File: src/rtl/rename_unit.sv
// Register rename stage: RAT lookup, free-list allocation, retire return.
// Optional stall counter enabled by defining RENAME_STALL_CNT_EN.
module rename_unit #(
  parameter int ARCH_REGS = 32,
  parameter int PHYS_REGS = 64,
  parameter int TAG_W     = 6
) (
  input  logic             clk,
  input  logic             rst,
  input  logic             in_valid,
  output logic             in_ready,
  input  logic [4:0]       in_rs1,
  input  logic [4:0]       in_rs2,
  input  logic [4:0]       in_rd,
  input  logic             in_rd_wr,
  output logic             out_valid,
  input  logic             out_ready,
  output logic [TAG_W-1:0] out_prs1,
  output logic [TAG_W-1:0] out_prs2,
  output logic [TAG_W-1:0] out_prd,
  output logic [TAG_W-1:0] out_old_prd,
  output logic             out_rd_wr,
  input  logic             retire_valid,
  input  logic [TAG_W-1:0] retire_old_prd,
  output logic [5:0]       free_count,
`ifdef RENAME_STALL_CNT_EN
  output logic [31:0]      stall_cycles,
`endif
  output logic             err_overflow
);

  localparam int FL_DEPTH = PHYS_REGS - ARCH_REGS;
  localparam logic [5:0] FL_FULL = 6'(FL_DEPTH);

  logic [TAG_W-1:0] rat [ARCH_REGS];
  logic [TAG_W-1:0] fl  [FL_DEPTH];
  logic [4:0]       head;
  logic [4:0]       tail;
  logic [5:0]       count;

  logic             alloc_needed;
  logic             out_free;
  logic             accept;
  logic             pop;
  logic             push;
  logic             drop;
  logic [TAG_W-1:0] head_tag;
  logic [TAG_W-1:0] rs1_tag;
  logic [TAG_W-1:0] rs2_tag;
  logic [TAG_W-1:0] rd_tag;

  // Handshake, allocation and retire decisions for this cycle.
  always_comb begin
    alloc_needed = in_rd_wr && (in_rd != 5'd0);
    out_free     = !out_valid || out_ready;
    in_ready     = out_free && (!alloc_needed || count != 6'd0);
    accept       = in_valid && in_ready;
    pop          = accept && alloc_needed;
    push         = retire_valid && (retire_old_prd != '0)
                   && (count != FL_FULL);
    drop         = retire_valid && (retire_old_prd != '0)
                   && (count == FL_FULL);
    head_tag     = fl[head];
    rs1_tag      = (in_rs1 == 5'd0) ? '0 : rat[in_rs1];
    rs2_tag      = (in_rs2 == 5'd0) ? '0 : rat[in_rs2];
    rd_tag       = (in_rd == 5'd0) ? '0 : rat[in_rd];
  end

  // Alias table: identity at reset, x0 never remapped.
  always_ff @(posedge clk) begin
    if (rst) begin
      for (int i = 0; i < ARCH_REGS; i++)
        rat[i] <= TAG_W'(i);
    end else if (pop) begin
      rat[in_rd] <= head_tag;
    end
  end

  // Free-list FIFO: retire pushes at tail, allocation pops at head.
  always_ff @(posedge clk) begin
    if (rst) begin
      for (int i = 0; i < FL_DEPTH; i++)
        fl[i] <= TAG_W'(ARCH_REGS + i);
      head  <= '0;
      tail  <= '0;
      count <= FL_FULL;
    end else begin
      if (push) begin
        fl[tail] <= retire_old_prd;
        tail     <= tail + 5'd1;
      end
      if (pop)
        head <= head + 5'd1;
      count <= count + {5'd0, push} - {5'd0, pop};
    end
  end

  // Output register: loads on accept, holds under backpressure.
  always_ff @(posedge clk) begin
    if (rst) begin
      out_valid   <= 1'b0;
      out_prs1    <= '0;
      out_prs2    <= '0;
      out_prd     <= '0;
      out_old_prd <= '0;
      out_rd_wr   <= 1'b0;
    end else if (accept) begin
      out_valid   <= 1'b1;
      out_prs1    <= rs1_tag;
      out_prs2    <= rs2_tag;
      out_prd     <= pop ? head_tag : '0;
      out_old_prd <= pop ? rd_tag : '0;
      out_rd_wr   <= pop;
    end else if (out_ready) begin
      out_valid <= 1'b0;
    end
  end

  // Sticky flag for a retire that found the free list full.
  always_ff @(posedge clk) begin
    if (rst)
      err_overflow <= 1'b0;
    else if (drop)
      err_overflow <= 1'b1;
  end

  assign free_count = count;

`ifdef RENAME_STALL_CNT_EN
  // Counts cycles blocked only by an empty free list.
  always_ff @(posedge clk) begin
    if (rst)
      stall_cycles <= '0;
    else if (in_valid && alloc_needed && count == 6'd0
             && out_free && stall_cycles != 32'hFFFF_FFFF)
      stall_cycles <= stall_cycles + 32'd1;
  end
`endif

endmodule
File: config.mk
export PLATFORM = sky130hd
export DESIGN_NAME = rename_unit
export DESIGN_NICKNAME = d
export VERILOG_FILES = /design/src/rtl/rename_unit.sv
export SDC_FILE = /design/constraint.sdc
export NUM_CORES = 1
export LEC_CHECK = 0
export BUFFER_PORTS_ARGS = -buffer_cell sky130_fd_sc_hd__buf_2
export CORE_MARGIN = 2
export CORE_UTILIZATION = 35
export DETAILED_ROUTE_END_ITERATION = 10
export PLACE_DENSITY = 0.53
export SYNTH_ARGS = -nofsm -noshare
export SYNTH_HDL_FRONTEND = slang
export SYNTH_SLANG_ARGS = --single-unit
File: constraint.sdc
create_clock -name clk -period 4.5 [get_ports clk]
set_input_delay 0.675 -clock clk [delete_from_list [all_inputs] [get_ports clk]]
set_output_delay 0.675 -clock clk [all_outputs]
set_load 0.03 [all_outputs]
==> flow_metrics.py, run 1 <==
metrics = {
    "outcome": {
        "status": "finished clean",
    },
    "grt": {
        "grt.total_usage": 0.2099,
        "grt_pass1_wl_microns": 104100,
        "grt_max_degree": 45,
        "grt_antenna_before_repair": 1,
        "grt.overflow.total": 0,
        "grt_pass1_vias": 15254,
    },
    "clock_network": {
        "cts_buffer_depth": 3,
        "cts.sinks": 432,
        "cts_made_buffers": 47,
        "cts_tree": "done",
        "ctsResizeCount": 0,
        "h-tree-depth": 2,
        "cts.clk_slew.worst_paths_ps": 60,
        "clk_latency_ps": 620,
        "ctsHoldBuffers": 0,
        "cts-root-buf": "clkbuf_16",
        "post_cts_buffers": 0,
    },
    "timing": {
        "drv_slew": 0,
        "tightest_slew_ps": 966.8,
        "layout_min_cycle_time_ps": 3223,
        "setup_tns_ps": 0,
        "fin_crit_sh": 0.7162,
        "timing.final.hold_violations": 0,
        "skew_ps": 22.84,
        "fmax_mhz": 310.3,
        "whs_ps": 400.1,
        "slew_headroom": 0.3388,
        "finalSetupViolations": 0,
        "rsz0062_at_grt": "no",
    },
    "route": {
        "first_iter_violations": 1448,
        "avgViaCountPerCell": 5.821,
        "drt-wirelength-per-cell_microns": 26.32,
        "vias": 15396,
        "drc": 0,
        "first_pass_iters": 6,
        "wirelength_microns": 69610,
        "antenna_left": 0,
    },
    "worst_setup_path": {
        "path_cells": "inv_1 > ha_1 > nor4bb_1 > a211oi_1 > buf_4 > inv_1 > ha_1 > inv_1 > ha_1 > inv_1 > fa_1 > inv_1 > a21oi_1 > o21bai_1 > xnor2_1 > nor2_1",
        "crit_type": "register to register",
        "cpMaxStageDelayCell": "nor4bb_1",
        "cp.arrival_ps": 3730,
        "cp_max_fo": 5,
        "reg2reg_slack_ps": 1280,
        "end_kind": "register",
        "cpMostUsedCell": "inv_1",
        "required_ps": 5010,
        "worstSetupStartpointType": "register",
        "crit_path_max_incr_delay_ps": 730,
        "ff2ff_path_depth": 16,
    },
    "layout": {
        "multi_input_area_sq_mm": 0.009231,
        "final_area_sq_mm": 0.02531,
        "register_area_sq_mm": 0.01250,
        "num_antenna_cells": 0,
        "area.growth.synth_to_final_pct": 12.37,
        "nFillCells": 6058,
        "drive_gt1_frac": 0.2302,
        "fin_nets": 1793,
        "stdcell_count": 2645,
    },
    "placement": {
        "gp_congestion": 0.8981,
        "dp_cells": 2557,
        "portBuffers": 60,
        "dp_hpwl_microns": 48480,
        "post_dp_cell_area_sq_mm": 0.02367,
    },
    "min_path": {
        "min-delay-path-class": "primary input to register",
        "min_path_cells": 2,
    },
    "power": {
        "clkPwrFrac": 0.397,
        "swShare": 0.2788,
        "p_per_area_mw_per_mm2": 410.7,
        "p_leak_nw": 7.770,
        "intPower_mw": 7.498,
        "power.total_mw": 10.40,
        "seqPwrFrac": 0.448,
        "irDropWorstVdd_v": 0.0003162,
        "p_switching_mw": 2.898,
        "comb_power_share": 0.155,
    },
    "synthesis": {
        "ys_types": 66,
        "syn_avg_cell_area_sq_um": 13.01,
        "netlist_area_sq_mm": 0.02253,
        "postSynthCellCount": 1732,
        "yosysWarnings": 0,
        "ys_seq_area_frac": 0.5546,
        "synthFlopType": "edfxtp_1",
        "synthArstFlopShare": 0,
        "ys_seq_elements": 432,
        "synth-edff-count": 384,
    },
    "floorplanning": {
        "start_util": 0.3520,
        "io_pins": 61,
        "num_rows": 93,
        "fp.dieW_microns": 257.7,
        "die_area_sq_mm": 0.06640,
        "core_area_sq_mm": 0.06400,
        "chipHeight_microns": 257.7,
    },
    "flow_run": {
        "drv_cap": 0,
    },
}
==> cell type report <==
cell class | instances | area share
Multi-Input combinational cell | 1122 | 0.3647
Timing Repair Buffer | 123 | 0.03065
Clock inverter | 17 | 0.01216
Tap cell | 855 | 0.04226
Sequential cell | 432 | 0.4937
Inverter | 25 | 0.003707
Clock buffer | 71 | 0.05279
==> synth_stat cells (all sizes together), types with 4 or more instances <==
library cell,instances,area share
a221o,7,0.0031
inv,23,0.0038
a211oi,8,0.0027
nor3b,6,0.0020
buf,74,0.018
a2111oi,8,0.0039
clkbuf,84,0.014
edfxtp,384,0.51
nor4,7,0.0019
and2,14,0.0039
xnor2,7,0.0027
a31oi,7,0.0022
ha,14,0.0078
mux2,6,0.0030
or4,6,0.0020
nand3b,4,0.0013
nand3,95,0.021
and3,9,0.0025
mux2i,30,0.013
or3,21,0.0058
nor2b,11,0.0031
a21oi,26,0.0058
nor3,42,0.0098
o22ai,30,0.0083
a22oi,16,0.0053
dfxtp,48,0.043
nand2b,11,0.0031
nand2,240,0.040
o21ai,24,0.0053
or2,17,0.0047
nor2,221,0.037
mux4,189,0.19
==> state kept, by name, indices dropped and copies added, names as in the netlist, named ones only <==
name / cells
fl: 192
out_prd: 6
err_overflow: 1
rat: 192
out_valid: 1
out_old_prd: 6
out_prs1: 6
tail: 5
free_count: 6
out_prs2: 6
head: 5
out_rd_wr: 1
==> metal layers <==
metal | track usage | vias up | routed length, microns
met5 | 0 | - | 11
met4 | 0.07868 | 2 | 2540
met3 | 0.03838 | 133 | 5774
met2 | 0.3384 | 788 | 32860
met1 | 0.2834 | 7813 | 28420
li1 | - | 6660 | -
==> metrics by stage <==
step,util,worst slack [ps]
4_1_cts,0.3955,1258
6_report,0.3955,1277
3_3_place_gp,0.3698,904.2
3_5_place_dp,0.3698,773.2
5_1_grt,0.3955,976.8
2_1_floorplan,-,1090
==> power groups by stage <==
stage               Sequential (mW)  Combinational (mW)  Clock, mW
floorplan                      4.75                1.05          0
global placement               4.74                1.61          0
detailed placement             4.74                1.61          0
CTS                            4.66                1.62       4.19
global route                   4.68                1.73       4.35
finish                         4.66                1.62       4.12
==> critical path: cells and delay by family, from the launching register on <==
family	cells	cell delay, ps
AND/OR/NAND/NOR	2	780
buffers and inverters	6	570
flip-flops	1	330
XOR/XNOR	1	140
AO/OA/AOI/OAI	3	300
adder cells (fa/ha/maj)	4	990
==> final timing paths <==
check / from / end
worst max-delay path: free_count[3] / free_count[4]
worst min-delay path: in_valid / out_rd_wr
worst max register to register: free_count[3] / free_count[4]
worst min register to register: out_old_prd[3] / out_old_prd[3]
==> placed cells by master, fill, tap and decap left out, types with 7 or more instances in the layout <==
cell type  count
nor2b_1       11
a21oi_1       26
o22ai_1       30
mux4_1         7
a22oi_1       16
mux4_2       182
buf_4         64
mux2i_1       30
a2111oi_0      7
inv_1         21
and3_1         9
a221o_1        7
a211oi_1       8
nor3_1        40
ha_1          14
clkbuf_16     47
edfxtp_1     384
nor4_1         7
nand2b_1      11
or3_1         21
nor2_1       221
buf_2         59
and2_1        14
clkbuf_8       7
or2_2         17
nand2_1      240
dfxtp_1       46
nand3_1       95
xnor2_1        7
clkbuf_1      17
o21ai_0       24
==> cells by family after synthesis <==
logic type	after synthesis	synth area share
flops	432	0.5546
other cells	1	0.0001665
mux	225	0.2065
buf+inv	183	0.03644
compound gates	150	0.04677
simple gates	717	0.1434
fa+ha+maj	15	0.008665
xor+xnor	9	0.003500
Power figures use the tool's default switching activity.
==> run 2, diff against run 1 <==
- clock period: 4.5 -> 3 ns (I/O delays scaled with it)
==> flow_metrics.py, run 2 (synthesized netlist as in run 1, its figures left out) <==
metrics = {
    "flow_run": {
        "drv_cap": 0,
    },
    "clock_network": {
        "h-tree-depth": 2,
        "cts.sinks": 432,
        "cts_tree": "done",
        "cts_buffer_depth": 3,
        "cts-root-buf": "clkbuf_16",
        "post_cts_buffers": 0,
        "cts_made_buffers": 47,
        "clk_latency_ps": 590,
        "cts.clk_slew.worst_paths_ps": 60,
    },
    "layout": {
        "layout_common_cells": "edfxtp_1 (384), nand2_1 (240), nor2_1 (220)",
        "final_common_cell": "edfxtp_1",
        "nFillCells": 6049,
        "top_regs": "fl: 192 flops, rat: 192 flops",
        "final_util": 0.4024,
        "fin_nets": 1837,
        "area.growth.synth_to_final_pct": 14.33,
        "drive_gt1_frac": 0.2482,
        "num_antenna_cells": 0,
    },
    "floorplanning": {
        "num_rows": 93,
        "io_pins": 61,
        "fp.dieW_microns": 257.7,
        "die_area_sq_mm": 0.06640,
        "core_area_sq_mm": 0.06400,
        "chipHeight_microns": 257.7,
        "start_util": 0.3520,
    },
    "timing": {
        "tightest_slew_ps": 1038,
        "slew_headroom": 0.2903,
        "layout_min_cycle_time_ps": 2898,
        "fmax_mhz": 345.1,
        "finalSetupViolations": 0,
        "timing.final.hold_violations": 0,
        "whs_ps": 188.8,
        "drv_slew": 0,
        "skew_ps": 15.76,
        "rsz0062_at_grt": "no",
        "fin_crit_sh": 0.9659,
    },
    "worst_setup_path": {
        "crit_type": "register to primary output",
        "end_kind": "primary output",
        "required_ps": 2550,
        "cp_max_fo": 8,
        "critPathLaunch": "free_count[3]",
        "worstSetupStartpointType": "register",
        "r2r_start": "free_count[3]",
        "cp.arrival_ps": 2450,
    },
    "grt": {
        "grt_pass1_vias": 15554,
        "grt.overflow.total": 0,
        "grt_antenna_before_repair": 0,
        "grt.total_usage": 0.2105,
        "grt_max_degree": 64,
        "grt_pass1_wl_microns": 104200,
    },
    "route": {
        "vias": 15641,
        "wirelength_microns": 70420,
        "first_iter_violations": 1480,
        "first_pass_iters": 6,
        "drc": 0,
        "drt-wirelength-per-cell_microns": 26.20,
        "avgViaCountPerCell": 5.819,
        "antenna_left": 0,
    },
    "power": {
        "swShare": 0.2821,
        "intPower_mw": 11.02,
        "power.total_mw": 15.36,
        "p_leak_nw": 8.008,
        "p_switching_mw": 4.332,
        "p_per_area_mw_per_mm2": 596.3,
        "irDropWorstVdd_v": 0.0004287,
        "clkPwrFrac": 0.371,
        "seqPwrFrac": 0.452,
        "comb_power_share": 0.178,
    },
    "min_path": {
        "min_from": "in_valid",
        "min-delay-path-class": "primary input to register",
    },
    "placement": {
        "portBuffers": 60,
        "gp_congestion": 0.9253,
        "dp_hpwl_microns": 48280,
    },
    "outcome": {
        "status": "finished clean",
    },
}
-- run 2: cell count changes in the layout (fill, tap and decap cells not counted), sizes merged --
cell,delta
clkbuf,-6
clkinvlp,-1
buf,+44
clkinv,+10
bufinv,-4
-- run 2: area by class of cell --
class / instances / area, sq um / share of cell area
sequential: 432 / 12500 / 0.4853
multi-input combinational: 1122 / 9259 / 0.3595
timing repair buffer: 167 / 1344 / 0.05218
clock buffer: 65 / 1325 / 0.05145
tap: 855 / 1070 / 0.04154
clock inverter: 22 / 163.9 / 0.006365
inverter: 25 / 93.84 / 0.003644
-- run 2: final timing paths --
path | endpoint | slack (ps) | depth (start not counted)
setup / recovery | in_ready | 100 | 6
hold reg to reg | out_old_prd[5] | 450 | 2
setup reg to reg | out_old_prd[0] | 250 | 8
hold / removal | out_rd_wr | 190 | 2
-- run 2: metrics by stage --
| stage | setup slack [ps] | cells | instance area, sq um | setup TNS [ps] |
|---|---|---|---|---|
| after floorplan | 54.13 | 1737 | 22570 | 0 |
| after global placement | -74.34 | 2601 | 24260 | -74.34 |
| after detailed placement | -49.99 | 2601 | 24260 | -49.99 |
| after CTS | 113.6 | 2688 | 25750 | 0 |
| after global routing | 26.34 | 2688 | 25750 | 0 |
| final | 102.3 | 2688 | 25750 | 0 |
-- run 2: layer usage --
metal  vias up  global-route usage  part of all wire
met5         -                   0                 0
met1      7992              0.2828              0.40
li1       6727                   -                 -
met4         0             0.07820             0.036
met2       789              0.3483              0.49
met3       133             0.02915             0.079
-- run 2: power groups by stage --
stage | Clock (mW) | Sequential (mW) | Combinational [mW]
after floorplan | 0 | 7.12 | 1.59
after global placement | 0 | 7.05 | 2.70
after detailed placement | 0 | 7.06 | 2.72
after CTS | 5.78 | 6.93 | 2.74
after global routing | 6.05 | 6.96 | 2.89
final | 5.69 | 6.93 | 2.73
-- run 2: what timing repair did --
action | 4_1_cts | 5_1_grt
setup endpoints to repair | 0 | 1
gates resized for setup | 0 | 1
hold endpoints to repair | 0 | 0
hold buffers | 0 | 0
-- run 2: critical path, stage by stage, from the launching register on --
cell and delay [ps]:
dfxtp_1 330, inv_1 80, ha_1 170, and4bb_2 450, o311ai_4 260, and2_1 320
buf_2 220
